==> config.mk <==
export PLATFORM = sky130hd
export DESIGN_NAME = pi_so_serializer_flat
export DESIGN_NICKNAME = d
export VERILOG_FILES = /design/src/rtl/pi_so_pkg.sv /design/src/rtl/pi_so_serializer_if.sv /design/src/rtl/pi_so_shift_core.sv /design/src/rtl/pi_so_serializer.sv /design/src/flat_wrapper.sv
export SDC_FILE = /design/constraint.sdc
export NUM_CORES = 1
export LEC_CHECK = 0
export ABC_AREA = 1
export BUFFER_PORTS_ARGS = -buffer_cell sky130_fd_sc_hd__buf_2
export CORE_UTILIZATION = 30
export CTS_CLUSTER_SIZE = 40
export DETAILED_ROUTE_END_ITERATION = 10
export PLACE_DENSITY_LB_ADDON = 0.12
export REMOVE_ABC_BUFFERS = 1
export SYNTH_ARGS = -nofsm -noshare
export SYNTH_HDL_FRONTEND = slang
export SYNTH_HIERARCHICAL = 1
export SYNTH_SLANG_ARGS = --single-unit
==> constraint.sdc <==
create_clock -name clk -period 2.45 [get_ports clk]
set_input_delay 0.3675 -clock clk [delete_from_list [all_inputs] [get_ports clk]]
set_output_delay 0.3675 -clock clk [all_outputs]
set_load 0.01 [all_outputs]
==> src/rtl/pi_so_pkg.sv <==
// rtl/pi_so_pkg.sv - shared constants and state encoding for the serializer
package pi_so_pkg;
  localparam int DEFAULT_WIDTH = 8;

  typedef enum logic {
    IDLE  = 1'b0,
    SHIFT = 1'b1
  } state_t;
endpackage

==> src/rtl/pi_so_serializer_if.sv <==
// rtl/pi_so_serializer_if.sv - word handshake in, serial bit stream out
interface pi_so_serializer_if
  import pi_so_pkg::*;
#(
  parameter int WIDTH = DEFAULT_WIDTH
);
  logic [WIDTH-1:0] in_data;
  logic             in_valid;
  logic             in_ready;
  logic             SO;
  logic             so_valid;
  logic             word_done;

  modport master (
    output in_data, in_valid,
    input  in_ready, SO, so_valid, word_done
  );

  modport slave (
    input  in_data, in_valid,
    output in_ready, SO, so_valid, word_done
  );
endinterface

==> src/rtl/pi_so_shift_core.sv <==
// rtl/pi_so_shift_core.sv - shift register and bit counter, flags the last bit
module pi_so_shift_core
  import pi_so_pkg::*;
#(
  parameter int WIDTH     = DEFAULT_WIDTH,
  parameter int MSB_FIRST = 1
) (
  input  logic             clk,
  input  logic             rst,
  input  logic             load,
  input  logic             shift,
  input  logic [WIDTH-1:0] load_data,
  output logic             out_bit,
  output logic             last
);
  localparam int CNT_W = $clog2(WIDTH);
  localparam logic [CNT_W-1:0] LAST_CNT = CNT_W'(WIDTH - 1);

  logic [WIDTH-1:0] sreg;
  logic [CNT_W-1:0] cnt;

  // cnt saturates at the last bit; only a reload brings it back to zero
  always_ff @(posedge clk or negedge rst) begin
    if (!rst) begin
      sreg <= '0;
      cnt  <= '0;
    end else if (load) begin
      sreg <= load_data;
      cnt  <= '0;
    end else if (shift && !last) begin
      sreg <= (MSB_FIRST != 0) ? (sreg << 1) : (sreg >> 1);
      cnt  <= cnt + CNT_W'(1);
    end
  end

  assign out_bit = (MSB_FIRST != 0) ? sreg[WIDTH-1] : sreg[0];
  assign last    = (cnt == LAST_CNT);
endmodule

==> src/rtl/pi_so_serializer.sv <==
// rtl/pi_so_serializer.sv - one-word hold buffer, handshake and IDLE/SHIFT control
module pi_so_serializer
  import pi_so_pkg::*;
#(
  parameter int WIDTH     = DEFAULT_WIDTH,
  parameter int MSB_FIRST = 1
) (
  input  logic                clk,
  input  logic                rst,
  pi_so_serializer_if.slave   bus
);
  state_t           state;
  state_t           state_next;
  logic [WIDTH-1:0] hold;
  logic             hold_full;
  logic             accept;
  logic             load;
  logic             shift;
  logic             out_bit;
  logic             last;

  // ready comes straight from the hold flag, so a fill and a drain never share an edge
  assign accept = bus.in_valid && !hold_full;

  always_ff @(posedge clk or negedge rst) begin
    if (!rst) begin
      hold      <= '0;
      hold_full <= 1'b0;
    end else if (accept) begin
      hold      <= bus.in_data;
      hold_full <= 1'b1;
    end else if (load) begin
      hold_full <= 1'b0;
    end
  end

  always_ff @(posedge clk or negedge rst) begin
    if (!rst) begin
      state <= IDLE;
    end else begin
      state <= state_next;
    end
  end

  always_comb begin
    state_next = state;
    load       = 1'b0;
    shift      = 1'b0;
    case (state)
      IDLE: begin
        if (hold_full) begin
          load       = 1'b1;
          state_next = SHIFT;
        end
      end
      SHIFT: begin
        if (!last) begin
          shift = 1'b1;
        end else if (hold_full) begin
          load = 1'b1;
        end else begin
          state_next = IDLE;
        end
      end
      default: state_next = IDLE;
    endcase
  end

  pi_so_shift_core #(
    .WIDTH     (WIDTH),
    .MSB_FIRST (MSB_FIRST)
  ) u_core (
    .clk       (clk),
    .rst       (rst),
    .load      (load),
    .shift     (shift),
    .load_data (hold),
    .out_bit   (out_bit),
    .last      (last)
  );

  assign bus.in_ready  = !hold_full;
  assign bus.so_valid  = (state == SHIFT);
  assign bus.SO        = (state == SHIFT) && out_bit;
  assign bus.word_done = (state == SHIFT) && last;
endmodule

==> src/flat_wrapper.sv <==
// flat-port wrapper written by rule: the top's interface ports become plain ports
module pi_so_serializer_flat import pi_so_pkg::*;
#(
  parameter int WIDTH     = DEFAULT_WIDTH,
  parameter int MSB_FIRST = 1
)
  (clk, rst, bus_in_data, bus_in_valid, bus_in_ready, bus_SO, bus_so_valid, bus_word_done);
  pi_so_serializer_if #(.WIDTH(WIDTH)) bus_i ();
  input  logic clk;
  input  logic rst;
  input wire logic [$bits(bus_i.in_data)-1:0] bus_in_data;
  input wire logic [$bits(bus_i.in_valid)-1:0] bus_in_valid;
  output wire logic [$bits(bus_i.in_ready)-1:0] bus_in_ready;
  output wire logic [$bits(bus_i.SO)-1:0] bus_SO;
  output wire logic [$bits(bus_i.so_valid)-1:0] bus_so_valid;
  output wire logic [$bits(bus_i.word_done)-1:0] bus_word_done;
  assign bus_i.in_data = bus_in_data;
  assign bus_i.in_valid = bus_in_valid;
  assign bus_in_ready = bus_i.in_ready;
  assign bus_SO = bus_i.SO;
  assign bus_so_valid = bus_i.so_valid;
  assign bus_word_done = bus_i.word_done;
  pi_so_serializer #(.WIDTH(WIDTH), .MSB_FIRST(MSB_FIRST)) u_core (.clk(clk), .rst(rst), .bus(bus_i));
endmodule
==> results of run 1 <==
[power by group through the flow]
| stage | Combinational, mW | Sequential, mW | Clock (mW) |
|---|---|---|---|
| 5_1_grt | 0.638 | 0.595 | 0.198 |
| 4_1_cts | 0.560 | 0.575 | 0.188 |
| 2_1_floorplan | 0.426 | 0.563 | 0 |
| 3_3_place_gp | 0.551 | 0.581 | 0 |
| 3_5_place_dp | 0.556 | 0.583 | 0 |
| 6_report | 0.547 | 0.574 | 0.175 |
[sequential cells by signal, indices dropped and copies added (netlist names)]
signal and count:
u_core/hold 8, u_core/u_core/sreg 8, u_core/u_core/cnt 3, u_core/bus.so_valid 1, u_core/hold_full 1
[worst max path at each step]
stage / slack [ns] / endpoint / cells after the start
after floorplan: 0.61 / u_core/u_core/sreg[1]$_DFFE_PN0P_ / 11
after global placement: 0.79 / u_core/u_core/sreg[7]$_DFFE_PN0P_ / 10
after detailed placement: 0.74 / u_core/u_core/sreg[7]$_DFFE_PN0P_ / 10
after CTS: 0.69 / bus_word_done / 5
after global routing: 0.56 / u_core/u_core/sreg[6]$_DFFE_PN0P_ / 11
final: 0.71 / bus_word_done / 5
[cells by family (layout without fill, tap and decap cells)]
logic type | after synthesis | count (layout)
and+or+nand+nor | 87 | 87
DFF | 21 | 21
buffers and inverters | 13 | 28
adders and majority gates | 2 | 2
AOI/OAI and AO/OA | 2 | 2
[layout make-up]
class                           count  area (um2)  area share, %
Clock buffer                        4        26.3           2.29
Inverter                            9        36.3           3.17
Multi-Input combinational cell     91         425           37.1
Sequential cell                    21         526           45.9
Tap cell                           44        55.1           4.80
Timing Repair Buffer               15        77.6           6.77
[per-layer routing]
| layer | GRT usage, % | vias to the layer above | part of all wire [%] |
|---|---|---|---|
| met3 | 2.56 | 2 | 2.7 |
| met2 | 17.1 | 10 | 46 |
| li1 | - | 408 | - |
| met1 | 19.2 | 346 | 51 |
| met5 | 0 | - | 0 |
| met4 | 6.82 | 0 | 0.74 |
[stage by stage]
stage / instances / area [um2] / setup slack [ns] / hold WS (ns) / util (%)
6_report: 184 / 1150 / 0.711 / -0.000655 / 36.3
4_1_cts: 184 / 1150 / 0.686 / 0.00457 / 36.3
5_1_grt: 184 / 1150 / 0.562 / 0.0171 / 36.3
3_3_place_gp: 180 / 1120 / 0.786 / 0.365 / 35.5
3_5_place_dp: 180 / 1120 / 0.745 / 0.367 / 35.5
2_1_floorplan: 121 / 987 / 0.608 / 0.0719 / -
[placed cells by master, fill, tap and decap left out, types with 2 or more instances in the layout]
| cell type | netlist | final |
|---|---|---|
| nand2_1 | 60 | 60 |
| dfrtp_1 | 21 | 21 |
| buf_2 | 0 | 14 |
| nand3_1 | 12 | 12 |
| nand2_2 | 9 | 9 |
| inv_1 | 6 | 6 |
| clkbuf_4 | 0 | 3 |
| nor2_1 | 3 | 3 |
| inv_2 | 2 | 2 |
| o21ai_1 | 2 | 2 |
| ha_1 | 2 | 2 |
==> results.toml, run 1 <==
[power]
leakagePower_nw = 0.647
ir_worst_vdd_v = 0.000396
power.density_nw_per_um2 = 1130
clkPwrFrac_pct = 13.5
combPwrFrac_pct = 42.2
p_int_mw = 0.749
p_sw_mw = 0.547
pwr-share-seq_pct = 44.3
p_sw_share_pct = 42.2
p_total_mw = 1.30

[clock_tree]
cts.sinks = 21
h-tree-depth = 1
clk_latency_ns = 0.31
cts_buffers = 3
root_buffer = "clkbuf_4"
hold_buffers = 0
cts_tree = "built"
post_cts_buffers = 0
path_clk_slew_ns = 0.12
cts_buffer_depth = 2
cts_resized = 0

[routing]
vias = 766
drc_errors = 0
wl_per_cell_um = 10.2
wl_um = 1890
postRouteAntennaNets = 0
via_per_inst = 4.16
first_pass_iters = 4
drt_iter0_markers = 14

[setup_path]
timing.rr.start = "u_core/u_core/cnt[0]$_DFFE_PN0P_"
cpLargestDelayFamily = "flip-flops"
critical_path.slowest_cell = "dfrtp_1"
reg2reg_setup_slack_ns = 0.74
crit_required_ns = 2.08
path_cells = "ha_1, ha_1, nand2_1, inv_1, buf_2"
crit_fanout = 4
worstSetupStartpoint = "u_core/u_core/cnt[0]$_DFFE_PN0P_"
worstPathBufferInverterCount = 2
reg2reg_depth = 10
crit_type = "flip-flop to primary output"
crit_top_cell = "ha_1"
startpoint_type = "flip-flop"
crit_path_end_kind = "primary output"
arrival_ns = 1.37
r2r-end = "u_core/u_core/sreg[7]$_DFFE_PN0P_"
cp_slowest_stage_delay_ns = 0.42

[die]
ios = 15
rows = 20
core_area_um2 = 3150
die_x_um = 60.7
die_area_um2 = 3680
fp.dieH_um = 60.7
start_util_pct = 32.8

[job]
max-cap-violations = 0

[sta]
max_slew_margin_pct = 67.5
drv_slew = 0
holdWs_ns = -0.000655
skew_ns = 0.00319
layout_min_cycle_time_ns = 1.74
finalHoldViolCount = 1
rsz0062_at_grt = "no"
fmax_mhz = 575
finalSetupViolations = 0
tns_ns = 0
final.period_utilization_pct = 71.0
worst_slew_pin_slew_ns = 0.488

[outcome]
status = "complete, but fails checks"
violations = "hold timing"

[logic_synthesis]
ys_ff_latch = 21
synth_ff_type = "dfrtp_1"
synth_edf_count = 0
synth_compound_area_share_pct = 0.969
synth_cells = 125
yosysSeqAreaShare_pct = 50.8
synth_xor_area_share_pct = 0
synth_top_family_by_area = "simple AND/OR/NAND/NOR gates"
synth_common_cells = "60 x nand2_1, 21 x dfrtp_1, 12 x nand3_1, 9 x nand2_2, 6 x inv_1"
synth.mux.area_fraction_pct = 0
yosys_warnings = 6
async_reset_ff_share_pct = 100
synth_top_area_share_pct = 50.8
ys_types = 16
synth_top_cell_by_area = "dfrtp_1"
synth_most_common_cell = "nand2_1"
synth.cell_area_um2 = 1030
synth_adder_area_share_pct = 2.42
syn_avg_cell_area_um2 = 8.27
synth-simple-area-share_pct = 37.8
yosys-top-cells-area = "dfrtp_1 51%, nand2_1 22%, nand3_1 5.8%"

[global_routing]
grt_usage_pct = 12.8
grt_max_degree = 22
antenna_found_initial = 0
grt_pass1_wl_um = 3340
grt_pass1_vias = 692
grt_remaining_overflow = 0

[placement]
io_buffers = 14
gp_congestion = 0.733
place_hpwl_um = 1310

[cells_and_area]
fill_cells = 363
layout.nets = 154
antenna_cells = 0
final_layout_size_suffix_gt1_share_pct = 23.6
syn2layout_area_growth_pct = 10.9

[min_path]
hold_path_class = "input pin to asynchronous set/reset pin"
No activity file was read; power rests on OpenSTA's default activity.
==> run 2, diff against run 1 <==
- ABC_AREA: 1 -> 0
- clock period: 2.45 -> 1.8 ns (I/O delays scaled with it)
==> results.toml, run 2 <==
[setup_path]
crit_required_ns = 1.97
crit_type = "flip-flop to flip-flop"
reg2reg_setup_slack_ns = 0.04
startpoint_type = "flip-flop"
arrival_ns = 1.93
timing.rr.start = "u_core/u_core/cnt[1]$_DFFE_PN0P_"
crit_path_end_kind = "flip-flop"
crit_fanout = 6
worstSetupStartpoint = "u_core/u_core/cnt[1]$_DFFE_PN0P_"

[clock_tree]
h-tree-depth = 1
cts_tree = "built"
cts_buffer_depth = 2
cts.sinks = 21
root_buffer = "clkbuf_4"
clk_latency_ns = 0.30
path_clk_slew_ns = 0.12
cts_buffers = 3

[logic_synthesis]
synth_top_family_by_area = "multiplexers"
synth_ff_type = "dfrtp_1"
synth.cell_area_um2 = 958
synth_common_cells = "21 x dfrtp_1, 9 x mux2i_1, 8 x mux2_4, 8 x nand2_1, 6 x o21ai_1"
yosys-top-cells-area = "dfrtp_1 55%, mux2_4 13%, mux2i_1 9.4%"
syn_avg_cell_area_um2 = 13.0
synth_top_area_share_pct = 54.8
synth-simple-area-share_pct = 10.1
synth_top_cell_by_area = "dfrtp_1"
synth_cells = 74
synth_edf_count = 0
ys_ff_latch = 21
synth_xor_area_share_pct = 0.914
synth.mux.area_fraction_pct = 21.9
synth_adder_area_share_pct = 2.61
yosys_warnings = 6
async_reset_ff_share_pct = 100
ys_types = 19
yosysSeqAreaShare_pct = 54.8
synth_most_common_cell = "dfrtp_1"
synth_compound_area_share_pct = 4.96

[cells_and_area]
antenna_cells = 0
layout.nets = 110
reg.largest.list = "u_core/hold: 8 flops, u_core/u_core/sreg: 8 flops, u_core/u_core/cnt: 3 flops"
layout.cells.non_filler = 140
syn2layout_area_growth_pct = 24.7
final_cell_area_um2 = 1190
final_layout_size_suffix_gt1_share_pct = 40.6
layout_commonest_cell = "dfrtp_1"
most-common-layout-cells = "21 x dfrtp_1, 14 x buf_2, 8 x mux2_4, 8 x mux2i_1, 8 x nand2_1"

[die]
fp.dieH_um = 58.5
core_area_um2 = 3050
die_area_um2 = 3420
ios = 15
start_util_pct = 31.4
die_x_um = 58.5
rows = 20

[sta]
max_slew_margin_pct = 58.5
skew_ns = 0.00637
finalSetupViolations = 0
layout_min_cycle_time_ns = 1.76
fmax_mhz = 569
final.period_utilization_pct = 97.6
drv_slew = 0
worst_slew_pin_slew_ns = 0.621
finalHoldViolCount = 0
rsz0062_at_grt = "yes"

[placement]
io_buffers = 14
dp_cells = 132
place_hpwl_um = 1060
gp_congestion = 0.659
placed_cell_area_um2 = 1080

[global_routing]
antenna_found_initial = 0
grt_pass1_wl_um = 2590
grt_max_degree = 22
grt_remaining_overflow = 0
grt_pass1_vias = 569
grt_usage_pct = 10.7

[power]
power.density_nw_per_um2 = 1730
ir_worst_vdd_v = 0.000599
leakagePower_nw = 0.604

[routing]
via_per_inst = 4.13
wl_um = 1590
first_pass_iters = 6
postRouteAntennaNets = 0
vias = 578
drt_iter0_markers = 11
wl_per_cell_um = 11.4
drc_errors = 2

[job]
max-cap-violations = 0

[outcome]
status = "complete, but fails checks"
violations = "DRC"

[min_path]
min_from = "bus_in_data[5]"
hold_path_class = "input pin to flip-flop"
-- run 2: cell types whose count changed after synthesis, moves of 5 or more --
cell / delta
nand2_1: -52
nand3_1: -12
mux2i_1: +9
nand2_2: -9
mux2_4: +8
inv_1: -5
-- run 2: cell families after synthesis --
group	after synthesis
flip-flops	21
AND/OR/NAND/NOR	19
multiplexers	17
AO/OA/AOI/OAI	9
buffers and inverters	5
adder cells (fa/ha/maj)	2
XOR/XNOR	1
-- run 2: worst paths after layout --
check	endpoint	cells after the start
min in group asynchronous	u_core/u_core/sreg[6]$_DFFE_PN0P_	2
max in group asynchronous	u_core/hold[2]$_DFFE_PN0P_	2
min	u_core/hold[5]$_DFFE_PN0P_	2
max	u_core/u_core/sreg[4]$_DFFE_PN0P_	8
min reg2reg	u_core/u_core/sreg[3]$_DFFE_PN0P_	2
max reg2reg	u_core/u_core/sreg[4]$_DFFE_PN0P_	8
-- run 2: area by class of cell --
type	instances	area [um2]
tap	44	55.1
sequential	21	526
timing repair buffer	22	166
multi-input combinational	48	417
clock inverter	1	5.00
fill	314	1860
clock buffer	3	22.5
inverter	1	3.75
-- run 2: critical path, stage by stage (launching register included) --
cell and delay (ns):
dfrtp_1 0.41, ha_2 0.20, ha_4 0.16, nor2b_4 0.12, buf_6 0.11, nor2b_4 0.19
buf_12 0.14, mux2i_2 0.21, o21ai_1 0.08
-- run 2: power by group --
group	internal [mW]	switching, mW
Sequential	0.679	0.126
Clock	0.0828	0.143
Combinational	0.629	0.413
Total	1.39	0.682
-- run 2: per-layer routing --
metal | vias to the layer above | global-route usage, % | part of all wire, %
met5 | - | 0 | 0
met1 | 275 | 13.8 | 51
met4 | 0 | 7.14 | 0
met3 | 0 | 1.98 | 1.5
li1 | 295 | - | -
met2 | 8 | 16.4 | 48
-- run 2: repair_timing --
action                                  4_1_cts  5_1_grt
setup buffers                                 1        1
gates resized for setup                       3        5
endpoints found under the setup margin       12        8
hold buffers                                  1        0
hold endpoints to repair                     21        0
pin swaps                                     0        1
gates cloned                                  0        1
-- run 2: per-stage QoR --
| stage | hold slack (ns) | power [mW] | TNS [ns] | setup WS (ns) | utilization, % |
|---|---|---|---|---|---|
| after floorplan | -0.0256 | 1.39 | 0 | 0.0247 | - |
| final | 0.184 | 2.07 | 0 | 0.0433 | 39.1 |
| after CTS | 0.171 | 1.94 | 0 | 0.0269 | 37.3 |
| after global routing | 0.161 | 2.23 | -0.0808 | -0.0415 | 39.1 |
| after global placement | 0.263 | 1.66 | -0.0996 | -0.0558 | 35.5 |
| after detailed placement | 0.258 | 1.68 | -0.632 | -0.138 | 35.5 |
